File: src/rtl/add_sub_pkg.sv
// Shared definitions for the serial adder/subtractor: FSM encodings, function codes
// and the slice-counter width helper.
package add_sub_pkg;

    localparam logic [1:0] ST_IDLE = 2'd0;
    localparam logic [1:0] ST_RUN  = 2'd1;
    localparam logic [1:0] ST_DONE = 2'd2;

    localparam logic FNC_ADD = 1'b0;
    localparam logic FNC_SUB = 1'b1;

    // A single-slice build still needs a 1-bit counter to keep the port legal.
    function automatic int cnt_width(input int n, input int k);
        int w;
        w = $clog2(n / k);
        return (w < 1) ? 1 : w;
    endfunction

endpackage

File: src/rtl/add_sub_slice.sv
// K-bit combinational ripple-carry slice, reused every cycle by the serial engine.
// Latency: purely combinational. Backpressure: none (no state).
// Exposes carry-out and the carry into the slice MSB for overflow detection.
module add_sub_slice #(
    parameter int K = 4
) (
    input  logic [K-1:0] a,
    input  logic [K-1:0] b,
    input  logic         cin,
    output logic [K-1:0] sum,
    output logic         cout,
    output logic         cmsb
);

    logic [K:0] c;

    always_comb begin
        c    = '0;
        sum  = '0;
        c[0] = cin;
        for (int i = 0; i < K; i++) begin
            sum[i]   = a[i] ^ b[i] ^ c[i];
            c[i+1]   = (a[i] & b[i]) | (a[i] & c[i]) | (b[i] & c[i]);
        end
    end

    assign cout = c[K];
    assign cmsb = c[K-1];

endmodule

File: src/rtl/serial_add_sub_accumulator.sv
// Serial N-bit add/sub with accumulator, K bits per cycle (ADD_SUB_SATURATE_EN enables clamping).
// Latency: out_valid rises N/K cycles after acceptance; issue interval N/K+2.
// Backpressure: result held in DONE until out_ready; in_ready low outside IDLE.
module serial_add_sub_accumulator
    import add_sub_pkg::*;
#(
    parameter int N = 16,
    parameter int K = 4
) (
    input  logic         clk,
    input  logic         reset,
    input  logic         in_valid,
    output logic         in_ready,
    input  logic [N-1:0] a,
    input  logic [N-1:0] b,
    input  logic         fnc,
    input  logic         acc,
    input  logic         clr,
    output logic         out_valid,
    input  logic         out_ready,
    output logic [N-1:0] result,
    output logic         sovf,
    output logic         uovf
);

    localparam int NS = N / K;
    localparam int CW = cnt_width(N, K);
    localparam logic [CW-1:0] LAST = CW'(NS - 1);

    logic [1:0]    state;
    logic [N-1:0]  op_a;
    logic [N-1:0]  op_b;
    logic [N-1:0]  work;
    logic          carry;
    logic [CW-1:0] idx;
    logic [N-1:0]  result_q;
    logic          sovf_q;
    logic          uovf_q;
    logic [N-1:0]  acc_q;

    logic [31:0]   base;
    logic [K-1:0]  sl_sum;
    logic          sl_cout;
    logic          sl_cmsb;
    logic [N-1:0]  full_nxt;
    logic [N-1:0]  final_res;
    logic          raw_sovf;

    assign base = 32'(idx) * 32'(K);

    add_sub_slice #(.K(K)) u_slice (
        .a    (op_a[base +: K]),
        .b    (op_b[base +: K]),
        .cin  (carry),
        .sum  (sl_sum),
        .cout (sl_cout),
        .cmsb (sl_cmsb)
    );

    // On the last slice the slice MSB carry is c[N-1] and its carry-out is c[N].
    assign raw_sovf = sl_cout ^ sl_cmsb;

    always_comb begin
        full_nxt              = work;
        full_nxt[base +: K]   = sl_sum;
`ifdef ADD_SUB_SATURATE_EN
        if (raw_sovf)
            final_res = op_a[N-1] ? {1'b1, {(N-1){1'b0}}} : {1'b0, {(N-1){1'b1}}};
        else
            final_res = full_nxt;
`else
        final_res = full_nxt;
`endif
    end

    always_ff @(posedge clk) begin
        if (reset) begin
            state    <= ST_IDLE;
            op_a     <= '0;
            op_b     <= '0;
            work     <= '0;
            carry    <= 1'b0;
            idx      <= '0;
            result_q <= '0;
            sovf_q   <= 1'b0;
            uovf_q   <= 1'b0;
            acc_q    <= '0;
        end else begin
            case (state)
                ST_IDLE: begin
                    if (clr)
                        acc_q <= '0;
                    if (in_valid) begin
                        op_a  <= acc ? (clr ? '0 : acc_q) : a;
                        op_b  <= (fnc == FNC_SUB) ? ~b : b;
                        carry <= (fnc == FNC_SUB);
                        idx   <= '0;
                        state <= ST_RUN;
                    end
                end
                ST_RUN: begin
                    work  <= full_nxt;
                    carry <= sl_cout;
                    idx   <= idx + 1'b1;
                    if (idx == LAST) begin
                        result_q <= final_res;
                        sovf_q   <= raw_sovf;
                        uovf_q   <= sl_cout;
                        state    <= ST_DONE;
                    end
                end
                ST_DONE: begin
                    if (out_ready) begin
                        acc_q <= result_q;
                        state <= ST_IDLE;
                    end
                end
                default: state <= ST_IDLE;
            endcase
        end
    end

    assign in_ready  = (state == ST_IDLE);
    assign out_valid = (state == ST_DONE);
    assign result    = result_q;
    assign sovf      = sovf_q;
    assign uovf      = uovf_q;

endmodule

File: config.mk
export PLATFORM = sky130hd
export DESIGN_NAME = serial_add_sub_accumulator
export DESIGN_NICKNAME = d
export VERILOG_FILES = /design/src/rtl/add_sub_pkg.sv /design/src/rtl/add_sub_slice.sv /design/src/rtl/serial_add_sub_accumulator.sv
export SDC_FILE = /design/constraint.sdc
export NUM_CORES = 1
export LEC_CHECK = 0
export CAP_MARGIN = 20
export CORE_UTILIZATION = 40
export CTS_BUF_LIST = sky130_fd_sc_hd__clkbuf_16
export DETAILED_ROUTE_END_ITERATION = 6
export SYNTH_ARGS = -nofsm -noshare
export SYNTH_HDL_FRONTEND = slang
export SYNTH_SLANG_ARGS = --single-unit
File: constraint.sdc
create_clock -name clk -period 3.6 [get_ports clk]
set_clock_uncertainty 0.05 [all_clocks]
set_input_delay 0.72 -clock clk [delete_from_list [all_inputs] [get_ports clk]]
set_output_delay 0.72 -clock clk [all_outputs]
set_load 0.02 [all_outputs]
==> run summary, run 1 <==
The logs give 155 for the number of DRC violations after detailed-routing iteration 0 and 3.77 ns for the worst path required time. In this run, distinct cell masters in the synthesized netlist total 41. The worst register-to-register path has a depth of 9. The final number of hold-violating endpoints is 0. Before antenna repair, the detailed router went through 4 iterations. At the later pin of the worst-skew pair, clock insertion delay measures 0.33 ns. The tools report the count of fill cells added during filler insertion as 1039.

The first global-routing pass estimated 18.3 mm of wire. The area growth from synthesis to layout is 19.6%. The worst register-to-register path ends at result[15]. After clock tree synthesis, the setup repair step added 0 buffers.

From left edge to right edge, the die measures 107 microns. The tools report the core area as 10800 sq um. The type of element capturing the critical path was a flop. The max-slew violation total from the final report was 0; the total global-route track usage was 0.208.

After synthesis the cells add up to 4440 sq um. The number of antenna diodes in the final layout is 0. The number of nets in the synthesized netlist is 522, and the number of global-route vias before repair is 3421. In this run the clock root is driven by a sky130_fd_sc_hd__clkbuf_16. The critical path ends at result[15]. The HPWL after detailed placement is 7.86 mm. The average cell area after synthesis was 9.39 sq um. The worst setup path is launched from a flop. The routed layout has 3555 vias. STA puts the critical path data arrival time at 3.32 ns.

For the pin with the worst max-slew slack, the measured transition is 0.954 ns. Hold slack: 0.412 ns. For the number of max-capacitance violations reported, the log shows 0. The critical path launch point is idx[0]. In this run, post-CTS hold repair placed 0 buffers.

The die covers 11500 sq um. The flow ran to the end, and the final reports show no timing, DRC or antenna violations. The async set-or-reset flop fraction in the synthesized netlist was 0; the total of cells resized after clock tree synthesis was 0. The count of pins on the block boundary was 59; the warning count from the yosys run was 0. Dividing the detail-routed wire length by the instance count gives 17.4 microns. The share of cells above drive strength 1 was 0.116; the vertical extent of the die was 107 microns. After detailed routing, the number of remaining DRC violations is 0. In this run, synthesis produced a sequential element count of 87.

The post-synthesis cell count was 473. Setup repair after global routing left no endpoint under its margin. The run gives 1.83 nW as the leakage power total.

The count of nets left with antenna violations once routing finished came out at 0. The clock transition at the register clock pins on the worst setup and hold paths after CTS is 0.06 ns, and the TritonCTS buffer count is 9. Setup violations remaining at the end of the flow were counted as 0. The worst slew slack as a fraction of its limit was 0.362; the total clock sinks was 87. In the final layout, flip-flops and latches occupy 1740 sq um. The final worst-path cycle share was 0.875; the number of antenna violations at the first check in global routing was 0.

For this run, the post-layout net count is 554. The worst register-to-register path has a setup slack of 0.45 ns. The number of enable-type register cells in the synthesized netlist works out to 0.

Routability-driven placement finished with a final weighted congestion of 0.848. Wires add up to 11.3 mm. The area occupied by multi-input gates is 2330 sq um.

The most frequently used flop master after synthesis was sky130_fd_sc_hd__dfxtp_1. The critical path in this run is classified as reg2reg. No sink is reached through more buffers than the 2 on the longest clock path. The mean number of vias per cell was 5.48; the count of buffers inserted at the top-level ports was 58. The initial standard-cell utilization of the core was 0.410; the power density over the cells was 441 nW/um^2. In this run the worst path has a maximum fanout of 8. The top achievable clock speed is 317 MHz, and the total negative setup slack is 0 ns. IR analysis of the VDD net gives a maximum drop of 0.240 mV. The run gives 0.392 as the sequential area share after synthesis. The library cell used most frequently in the layout, excluding fill and tap cells, is sky130_fd_sc_hd__dfxtp_1. The library cells used most frequently in the layout, excluding fill and tap cells, are 87 x sky130_fd_sc_hd__dfxtp_1, 68 x sky130_fd_sc_hd__nor2_1, 57 x sky130_fd_sc_hd__clkdlybuf4s50_1.

The worst register-to-register path begins at idx[0]. TritonCTS built the clock tree. The row count was 38; the overall overflow remaining after global route was 0. The routed design could run at a clock period as short as 3.15 ns.

The path class of the tightest hold or removal check is reg2reg. Largest net degree at the start of global routing: 65. The clock tree synthesis step divided the H-tree into 3 levels.
==> state kept, by name, indices dropped and copies added, names as in the netlist, 2 cells and up <==
| register | count |
|---|---|
| acc_q | 16 |
| idx | 2 |
| result | 16 |
| state | 2 |
| op_a | 16 |
| work | 16 |
| op_b | 16 |
==> layer usage <==
layer / vias to the layer above / part of all wire / track usage
met4: 0 / 0.010 / 0.0724
met2: 89 / 0.45 / 0.311
met5: - / 0 / 0
met1: 1707 / 0.49 / 0.300
li1: 1751 / - / -
met3: 8 / 0.044 / 0.0381
==> through the flow <==
step | area, sq um | utilization | power (mW) | std cells | setup slack (ns)
floorplan | 4440 | - | 1.33 | 473 | 0.420
global placement | 5030 | 0.464 | 1.45 | 634 | 0.542
detailed placement | 5030 | 0.464 | 1.45 | 634 | 0.422
CTS | 5310 | 0.490 | 2.37 | 649 | 0.437
global route | 5310 | 0.490 | 2.44 | 649 | 0.249
finish | 5310 | 0.490 | 2.34 | 649 | 0.448
==> how the worst min path moves through the flow <==
stage,cells after the start,startpoint,slack (ns),end
after floorplan,2,acc_q[10],0.39,acc_q[10]
after global placement,2,uovf,0.40,uovf
after detailed placement,2,uovf,0.40,uovf
after CTS,2,acc_q[10],0.41,acc_q[10]
after global routing,2,acc_q[12],0.43,acc_q[12]
final,2,acc_q[15],0.41,acc_q[15]
==> cell usage after synthesis, types with 2 or more instances <==
master | number | area (sq um)
sky130_fd_sc_hd__dfxtp_1 | 87 | 1740
sky130_fd_sc_hd__nor2_1 | 68 | 255
sky130_fd_sc_hd__a221oi_1 | 32 | 280
sky130_fd_sc_hd__inv_1 | 32 | 120
sky130_fd_sc_hd__nand3b_1 | 27 | 203
sky130_fd_sc_hd__buf_2 | 19 | 95.1
sky130_fd_sc_hd__a211oi_2 | 18 | 225
sky130_fd_sc_hd__nor2b_1 | 18 | 113
sky130_fd_sc_hd__xnor2_1 | 17 | 149
sky130_fd_sc_hd__nor3_1 | 16 | 80.1
sky130_fd_sc_hd__clkbuf_1 | 12 | 45.0
sky130_fd_sc_hd__o21ai_0 | 12 | 60.1
sky130_fd_sc_hd__mux2i_1 | 9 | 90.1
sky130_fd_sc_hd__a22oi_1 | 8 | 60.1
sky130_fd_sc_hd__a32oi_1 | 8 | 70.1
sky130_fd_sc_hd__mux4_2 | 8 | 180
sky130_fd_sc_hd__nand2b_1 | 8 | 50.1
sky130_fd_sc_hd__a211oi_1 | 7 | 52.6
sky130_fd_sc_hd__a21oi_1 | 7 | 35.0
sky130_fd_sc_hd__nand2_1 | 7 | 26.3
sky130_fd_sc_hd__ha_1 | 6 | 75.1
sky130_fd_sc_hd__o21ai_1 | 6 | 30.0
sky130_fd_sc_hd__buf_1 | 5 | 18.8
sky130_fd_sc_hd__buf_4 | 5 | 37.5
sky130_fd_sc_hd__buf_6 | 5 | 56.3
sky130_fd_sc_hd__a311oi_1 | 4 | 35.0
sky130_fd_sc_hd__fa_1 | 4 | 80.1
sky130_fd_sc_hd__a311oi_2 | 3 | 45.0
sky130_fd_sc_hd__nor3b_1 | 2 | 15.0
sky130_fd_sc_hd__nor4bb_1 | 2 | 20.0
==> kinds of logic after synthesis <==
group	synth area share
adder cells (fa/ha/maj)	0.0349
multiplexers	0.0608
XOR/XNOR	0.0335
flip-flops	0.392
AO/OA/AOI/OAI	0.205
buffers and inverters	0.0848
AND/OR/NAND/NOR	0.189
==> layout make-up <==
type / count / area share
clock buffers: 9 / 0.0424
clock inverters: 6 / 0.0113
inverters: 33 / 0.0233
multi-input cells: 307 / 0.439
flip-flops and latches: 87 / 0.328
well taps: 140 / 0.0330
repair buffers: 67 / 0.123
==> power breakdown <==
| group | total, mW | internal (mW) | switching (mW) |
|---|---|---|---|
| Clock | 0.909 | 0.531 | 0.377 |
| Combinational | 0.380 | 0.166 | 0.214 |
| Sequential | 1.06 | 1.02 | 0.0396 |
==> critical path, stage by stage, from the launching register on <==
cell and delay, ns:
sky130_fd_sc_hd__dfxtp_1 0.46, sky130_fd_sc_hd__mux4_2 0.56, sky130_fd_sc_hd__fa_1 0.40, sky130_fd_sc_hd__inv_1 0.08, sky130_fd_sc_hd__fa_1 0.20, sky130_fd_sc_hd__fa_1 0.21, sky130_fd_sc_hd__inv_1 0.06, sky130_fd_sc_hd__fa_1 0.59
sky130_fd_sc_hd__a221oi_1 0.34, sky130_fd_sc_hd__nor3_1 0.09
(Power assumes the default switching activity.)
==> run 2, diff against run 1 <==
--- a/config.mk
+++ b/config.mk
@@ -5,6 +5,7 @@
 export SDC_FILE = /design/constraint.sdc
 export NUM_CORES = 1
 export LEC_CHECK = 0
+export ABC_AREA = 1
 export CAP_MARGIN = 20
 export CORE_UTILIZATION = 40
 export CTS_BUF_LIST = sky130_fd_sc_hd__clkbuf_16
==> run summary, run 2 <==
The run finished with clean final reports. Along the worst path, the maximum fanout reaches 16. The share of cells above drive strength 1 is 0.0365, and the number of buffers added to fix hold violations after cts is 0.

No sink is reached through more buffers than the 2 on the longest clock path. With fillers left out, the area of the finished cells amounts to 5430 sq um. The max-slew violation total from the final report was 0. The final worst-path cycle share works out to 0.890. The worst setup path is launched from a flop. Dividing total power by cell area gives a power density of 434 nW/um^2. The floorplan step defined a die boundary enclosing 11600 sq um. The critical path class is reg2reg. In this run, post-CTS repair resized a total of 0 instances.

Yosys mapped the design onto 24 distinct sky130hd cell types. Static timing analysis puts the maximum clock frequency at 312 MHz. The post-synthesis cell count was 693; the total negative setup slack was 0 ns.

The die is 108 microns tall. The die is 108 microns wide. The count of buffers added on input and output ports is 58. The portion of synthesized cell area occupied by the leading cell type works out to 0.388. The antenna violation net count after detailed routing was 0. TritonCTS created 9 clock buffers.

Via count: 4239. After detailed routing, the number of remaining DRC violations is 0. The run gives 87 as the total clock sinks. The post-layout utilization of the core is 0.498. The run gives 3.84 ns as the worst path required time.

The tools report the number of antenna violations at the first check in global routing as 0. The repair_antennas step left the layout with diodes totalling 0. Leaving out fill and tap cells, the most frequent cells in the layout are 145 x sky130_fd_sc_hd__nand2_1, 126 x sky130_fd_sc_hd__nor2_1, 89 x sky130_fd_sc_hd__inv_1. Row count: 38.

The average cell area after synthesis is 6.48 sq um. Ranked by total cell area, the synthesized netlist is headed by sky130_fd_sc_hd__dfxtp_1 39%, sky130_fd_sc_hd__nand2_1 12%, sky130_fd_sc_hd__nor2_1 11%, sky130_fd_sc_hd__inv_1 7.4%, sky130_fd_sc_hd__a21oi_1 6.4%. Yosys instantiated no cell more often than sky130_fd_sc_hd__nand2_1. The run gives 0 as the warning count from the yosys run.

The net count of the finished layout was 783. The count of pins on the block boundary came out at 59. Most common cell after layout, fill and taps aside: sky130_fd_sc_hd__nand2_1.

The root buffer cell chosen for the clock tree is sky130_fd_sc_hd__clkbuf_16. Summing every instance area after synthesis gives 4490 sq um. Counting I/O delays and the setup requirement, the final critical path takes 3.20 ns. The clock transition at the register clock pins on the worst setup and hold paths after CTS was 0.06 ns. The cell type with the largest total area after synthesis was sky130_fd_sc_hd__dfxtp_1. The most frequently used flop master after synthesis was sky130_fd_sc_hd__dfxtp_1. IR analysis of the VDD net gives a maximum drop of 0.338 mV.

Compared with the post-synthesis result, the final layout area differs by 20.9%. Data arrives at the worst endpoint at 3.45 ns. Entering global routing, the biggest net connects 54 pins. Count of buffers added by post-CTS timing repair for setup: 0. The total wirelength of the detailed-routed design was 11.9 mm; the worst-margin pin slew was 0.877 ns. Counting instances in the post-synthesis netlist gives the leading cell types as 145 x sky130_fd_sc_hd__nand2_1, 126 x sky130_fd_sc_hd__nor2_1, 88 x sky130_fd_sc_hd__inv_1, 87 x sky130_fd_sc_hd__dfxtp_1, 57 x sky130_fd_sc_hd__a21oi_1.

For the number of DRC violations after detailed-routing iteration 0, the log shows 209. After detailed routing, the average wire length per cell comes to 13.5 microns. Number of H-tree branching levels: 3. TritonCTS built the clock tree. The core area was 10900 sq um.

The first-pass GRT wire length was 19.2 mm; the leakage power total was 2.47 nW. The placed instances occupy a cell area of 5150 sq um. The total global-route track usage came out at 0.216. After global routing the overflow that remains totals 0. The number of synthesized register bits is 87. The kind of path behind the tightest hold check was reg2reg. Number of nets in the synthesized netlist: 742.

Setup repair after global routing left no endpoint under its margin. The run gives 0.388 as the sequential area share after synthesis. Before antenna repair, the detailed router went through 5 iterations. Setup violations remaining at the end of the flow were counted as 0. The synthesized design contains 0 enable-type register cells. The logs give 3874 for the number of global-route vias before repair and 0.865 for the final weighted congestion in routability-driven placement. The initial standard-cell utilization of the core is 0.412.

For the worst slew slack as a fraction of its limit, the log shows 0.413. The run gives 0.34 ns as the latest clock arrival within the worst-skew pair. STA classifies the critical path endpoint as a flop. The mean number of vias per cell is 4.82, and the half-perimeter wire length after detailed placement is 8.46 mm. The async set-or-reset flop fraction in the synthesized netlist works out to 0. The tool flagged a number of max-cap violations equal to 0. The final number of hold-violating endpoints came out at 0.
## run 2: cells by family (layout without fill, tap and decap cells)
| kind of cell | count (synthesis) | in the layout | share of synthesized area |
|---|---|---|---|
| AND/OR/NAND/NOR | 340 | 340 | 0.307 |
| XOR/XNOR | 17 | 17 | 0.0332 |
| adder cells (fa/ha/maj) | 10 | 10 | 0.0346 |
| AO/OA/AOI/OAI | 113 | 113 | 0.128 |
| flip-flops | 87 | 87 | 0.388 |
| buffers and inverters | 126 | 172 | 0.109 |
## run 2: area by class of cell
cell class / count / area (sq um)
inverter: 90 / 338
timing repair buffer: 66 / 636
fill: 1107 / 5460
clock inverter: 7 / 55.1
sequential: 87 / 1740
clock buffer: 9 / 225
multi-input combinational: 480 / 2260
tap: 140 / 175
## run 2: per-stage QoR
| stage | cells | total power [mW] | setup WS (ns) | hold WS, ns |
|---|---|---|---|---|
| detailed placement | 863 | 1.47 | 0.383 | 0.411 |
| finish | 879 | 2.35 | 0.395 | 0.415 |
| global route | 879 | 2.47 | 0.0966 | 0.443 |
| global placement | 863 | 1.46 | 0.497 | 0.404 |
| floorplan | 693 | 1.34 | 0.410 | 0.392 |
| CTS | 879 | 2.38 | 0.376 | 0.420 |
## run 2: worst paths after layout
check | start | end | slack [ns] | depth (start not counted)
worst max-delay path | idx[0] | work[15] | 0.40 | 15
worst min-delay path | op_b[11] | op_b[11] | 0.42 | 2
worst max register to register | idx[0] | work[15] | 0.40 | 15
worst min register to register | op_b[11] | op_b[11] | 0.42 | 2
## run 2: where the power goes
| group | switching (mW) | total, mW | internal [mW] |
|---|---|---|---|
| logic | 0.230 | 0.386 | 0.156 |
| registers | 0.0386 | 1.06 | 1.02 |
| clock network | 0.379 | 0.904 | 0.526 |
## run 2: critical path: stages, from the launching register on
cell and delay, ns:
sky130_fd_sc_hd__dfxtp_1 0.59, sky130_fd_sc_hd__inv_1 0.24, sky130_fd_sc_hd__o21ai_0 0.21, sky130_fd_sc_hd__o22ai_1 0.11, sky130_fd_sc_hd__fa_1 0.40, sky130_fd_sc_hd__inv_1 0.07, sky130_fd_sc_hd__fa_1 0.17, sky130_fd_sc_hd__fa_1 0.21
sky130_fd_sc_hd__inv_1 0.06, sky130_fd_sc_hd__fa_1 0.51, sky130_fd_sc_hd__inv_1 0.05, sky130_fd_sc_hd__nor2_1 0.16, sky130_fd_sc_hd__nand3_1 0.13, sky130_fd_sc_hd__nand3_1 0.09, sky130_fd_sc_hd__nand2_1 0.05, sky130_fd_sc_hd__inv_1 0.04
## run 2: per-layer routing
layer / share of wire / global-route usage / up-vias
li1: - / - / 2237
met1: 0.49 / 0.300 / 1911
met2: 0.45 / 0.321 / 76
met3: 0.035 / 0.0369 / 15
met4: 0.022 / 0.106 / 0
met5: 0 / 0 / -
==> run 3, diff against run 2 <==
--- a/config.mk
+++ b/config.mk
@@ -10,6 +10,7 @@
 export CORE_UTILIZATION = 40
 export CTS_BUF_LIST = sky130_fd_sc_hd__clkbuf_16
 export DETAILED_ROUTE_END_ITERATION = 6
+export MAX_ROUTING_LAYER = met4
 export SYNTH_ARGS = -nofsm -noshare
 export SYNTH_HDL_FRONTEND = slang
 export SYNTH_SLANG_ARGS = --single-unit
==> run summary, run 3 (synthesis results as in run 2) <==
Worst slew slack as a fraction of its limit: 0.395. The final worst-path cycle share is 0.890. The run gives 0.35 ns as the latest clock arrival within the worst-skew pair.

The number of DRC violations after detailed-routing iteration 0 was 213; the count of buffers inserted at the top-level ports was 58. For this design, the sink count on the clock tree is 87. The library cells used most frequently in the layout, excluding fill and tap cells, are 145 x sky130_fd_sc_hd__nand2_1, 126 x sky130_fd_sc_hd__nor2_1, 89 x sky130_fd_sc_hd__inv_1. Once layout is complete, the cells apart from fillers number 879. Buffers inserted to repair hold after CTS numbered 0.

In this run the worst path has a maximum fanout of 16. Global routing finished with a remaining overflow of 0. The run gives 0 as the number of antenna diodes. TritonCTS built the clock tree. Pin placement for this block handled 59 I/O pins. From left edge to right edge, the die measures 108 microns.

The run gives 38 as the row count. The most common cell after layout, fill and taps aside was sky130_fd_sc_hd__nand2_1. The tree is rooted in a sky130_fd_sc_hd__clkbuf_16. The antenna violation net count after detailed routing was 0; the first-pass GRT wire length was 19.2 mm. The internal power of the cells totals 1.71 mW. The core area came out at 10900 sq um.

Startpoint of the worst-slack reg-to-reg timing path: idx[0]. The combinational group share of total power was 0.164; the share of cells above drive strength 1 was 0.0365. At the pin with the least slew margin, the transition time is 0.907 ns.

The post-route minimum period is 3.20 ns. The floorplan step defined a die boundary enclosing 11600 sq um. The total global-route track usage was 0.222. Entering global routing, the biggest net connects 54 pins.

The part of the power in registers was 0.451. Across the run, the number of max-cap violations was 0. At the end of the flow, the number of nets in the layout was 783. The critical path launch point type was a flop.

The tools report the final non-filler cell area as 5430 sq um. Power comes to 2.36 mW. The tools report the hold slack as 0.415 ns.

The run gives 0 as the max-slew violation total from the final report. The tools report the source of the worst hold timing path as uovf. After routing, the total negative slack on setup checks comes to 0 ns. Setup repair after global routing left no endpoint under its margin. The switching power as a share of total power is 0.276. At the end of routability-driven placement, the weighted congestion stood at 0.879. In this run the post-CTS setup repair buffer count came out at 0.

For the TritonCTS buffer count, the log shows 9. The top achievable clock speed came out at 312 MHz. For the post-layout utilization of the core, the log shows 0.498. The power density over the cells was 434 nW/um^2; the vertical extent of the die was 108 microns. The clock network fraction of design power is 0.385, and the signed area change from the synthesized netlist to the final layout is 20.9%.

Mean number of vias per cell: 4.84. Once placement completed, the tool counted placed cells totaling 863. Post-CTS repair changed the size of 0 cells. The number of global-route vias before repair was 3878.

The run gives 3.45 ns as the signal arrival time at the worst endpoint. In the routed design, unresolved DRC markers number 0. STA classifies the critical path endpoint as a flop. The setup-violating endpoint count in the final report was 0; the number of iterations in the first detailed-routing pass was 4. The tightest min-delay check is of the reg2reg type. For the final number of hold-violating endpoints, the log shows 0. For the worst setup path, the data required time is 3.84 ns. The via count was 4258; the depth of the worst register-to-register path was 15. The number of H-tree branching levels was 3. IR analysis of the VDD net gives a maximum drop of 0.339 mV.

The net switching power of the design came out at 0.650 mW. The analysis attributes to cell leakage a power of 2.47 nW. Routed length per instance: 13.5 microns.

After detailed routing, the total wire length is 11.9 mm. For the worst setup margin, the log shows 0.397 ns. After detailed placement, the total cell area comes to 5150 sq um. The run finished with clean final reports. The logs give 0.412 for the initial standard-cell utilization of the core and 8.46 mm for the half-perimeter wire length after detailed placement. The worst setup path is of the reg2reg kind. After clock tree synthesis, the clock-pin slew on the worst setup and hold paths is 0.06 ns. For the buffer levels on the longest clock path, the log shows 2. The critical path starts at idx[0]. Counting instances, the worst hold path has a depth of 2. The number of antenna violations at the first check in global routing was 0. For the worst slack after detailed placement, the log shows 0.383 ns.
==> run 3: path summary, 6_finish.rpt <==
path / endpoint / slack [ns]
hold reg to reg: uovf / 0.41
hold / removal: uovf / 0.41
setup / recovery: work[15] / 0.40
setup reg to reg: work[15] / 0.40
==> run 3: final cells by class <==
cell class | count | area (sq um)
fillers | 1107 | 5460
multi-input cells | 480 | 2260
flip-flops and latches | 87 | 1740
repair buffers | 66 | 636
inverters | 90 | 338
clock buffers | 9 | 225
well taps | 140 | 175
clock inverters | 7 | 55.1
==> run 3: layer usage <==
metal  share of wire  routed length (microns)  GRT usage  vias to the layer above
met5               0                        0          -                        -
met3           0.043                      516     0.0363                       17
met2            0.44                     5210      0.321                       95
met1            0.50                     5890      0.302                     1910
li1                -                        -          -                     2236
met4           0.023                      270      0.106                        0
==> run 3: worst max-delay path, cell delays in order, from the launching register on <==
cell,delay (ns)
sky130_fd_sc_hd__dfxtp_1,0.59
sky130_fd_sc_hd__inv_1,0.24
sky130_fd_sc_hd__o21ai_0,0.21
sky130_fd_sc_hd__o22ai_1,0.11
sky130_fd_sc_hd__fa_1,0.40
sky130_fd_sc_hd__inv_1,0.07
sky130_fd_sc_hd__fa_1,0.17
sky130_fd_sc_hd__fa_1,0.21
sky130_fd_sc_hd__inv_1,0.06
sky130_fd_sc_hd__fa_1,0.51
sky130_fd_sc_hd__inv_1,0.05
sky130_fd_sc_hd__nor2_1,0.17
sky130_fd_sc_hd__nand3_1,0.13
sky130_fd_sc_hd__nand3_1,0.09
sky130_fd_sc_hd__nand2_1,0.05
sky130_fd_sc_hd__inv_1,0.04
==> run 3: power groups by stage <==
stage	clock network [mW]	logic (mW)	registers, mW
after floorplan	0	0.272	1.07
after global placement	0	0.378	1.08
after detailed placement	0	0.386	1.08
after CTS	0.926	0.388	1.06
after global routing	0.961	0.441	1.07
final	0.907	0.386	1.06
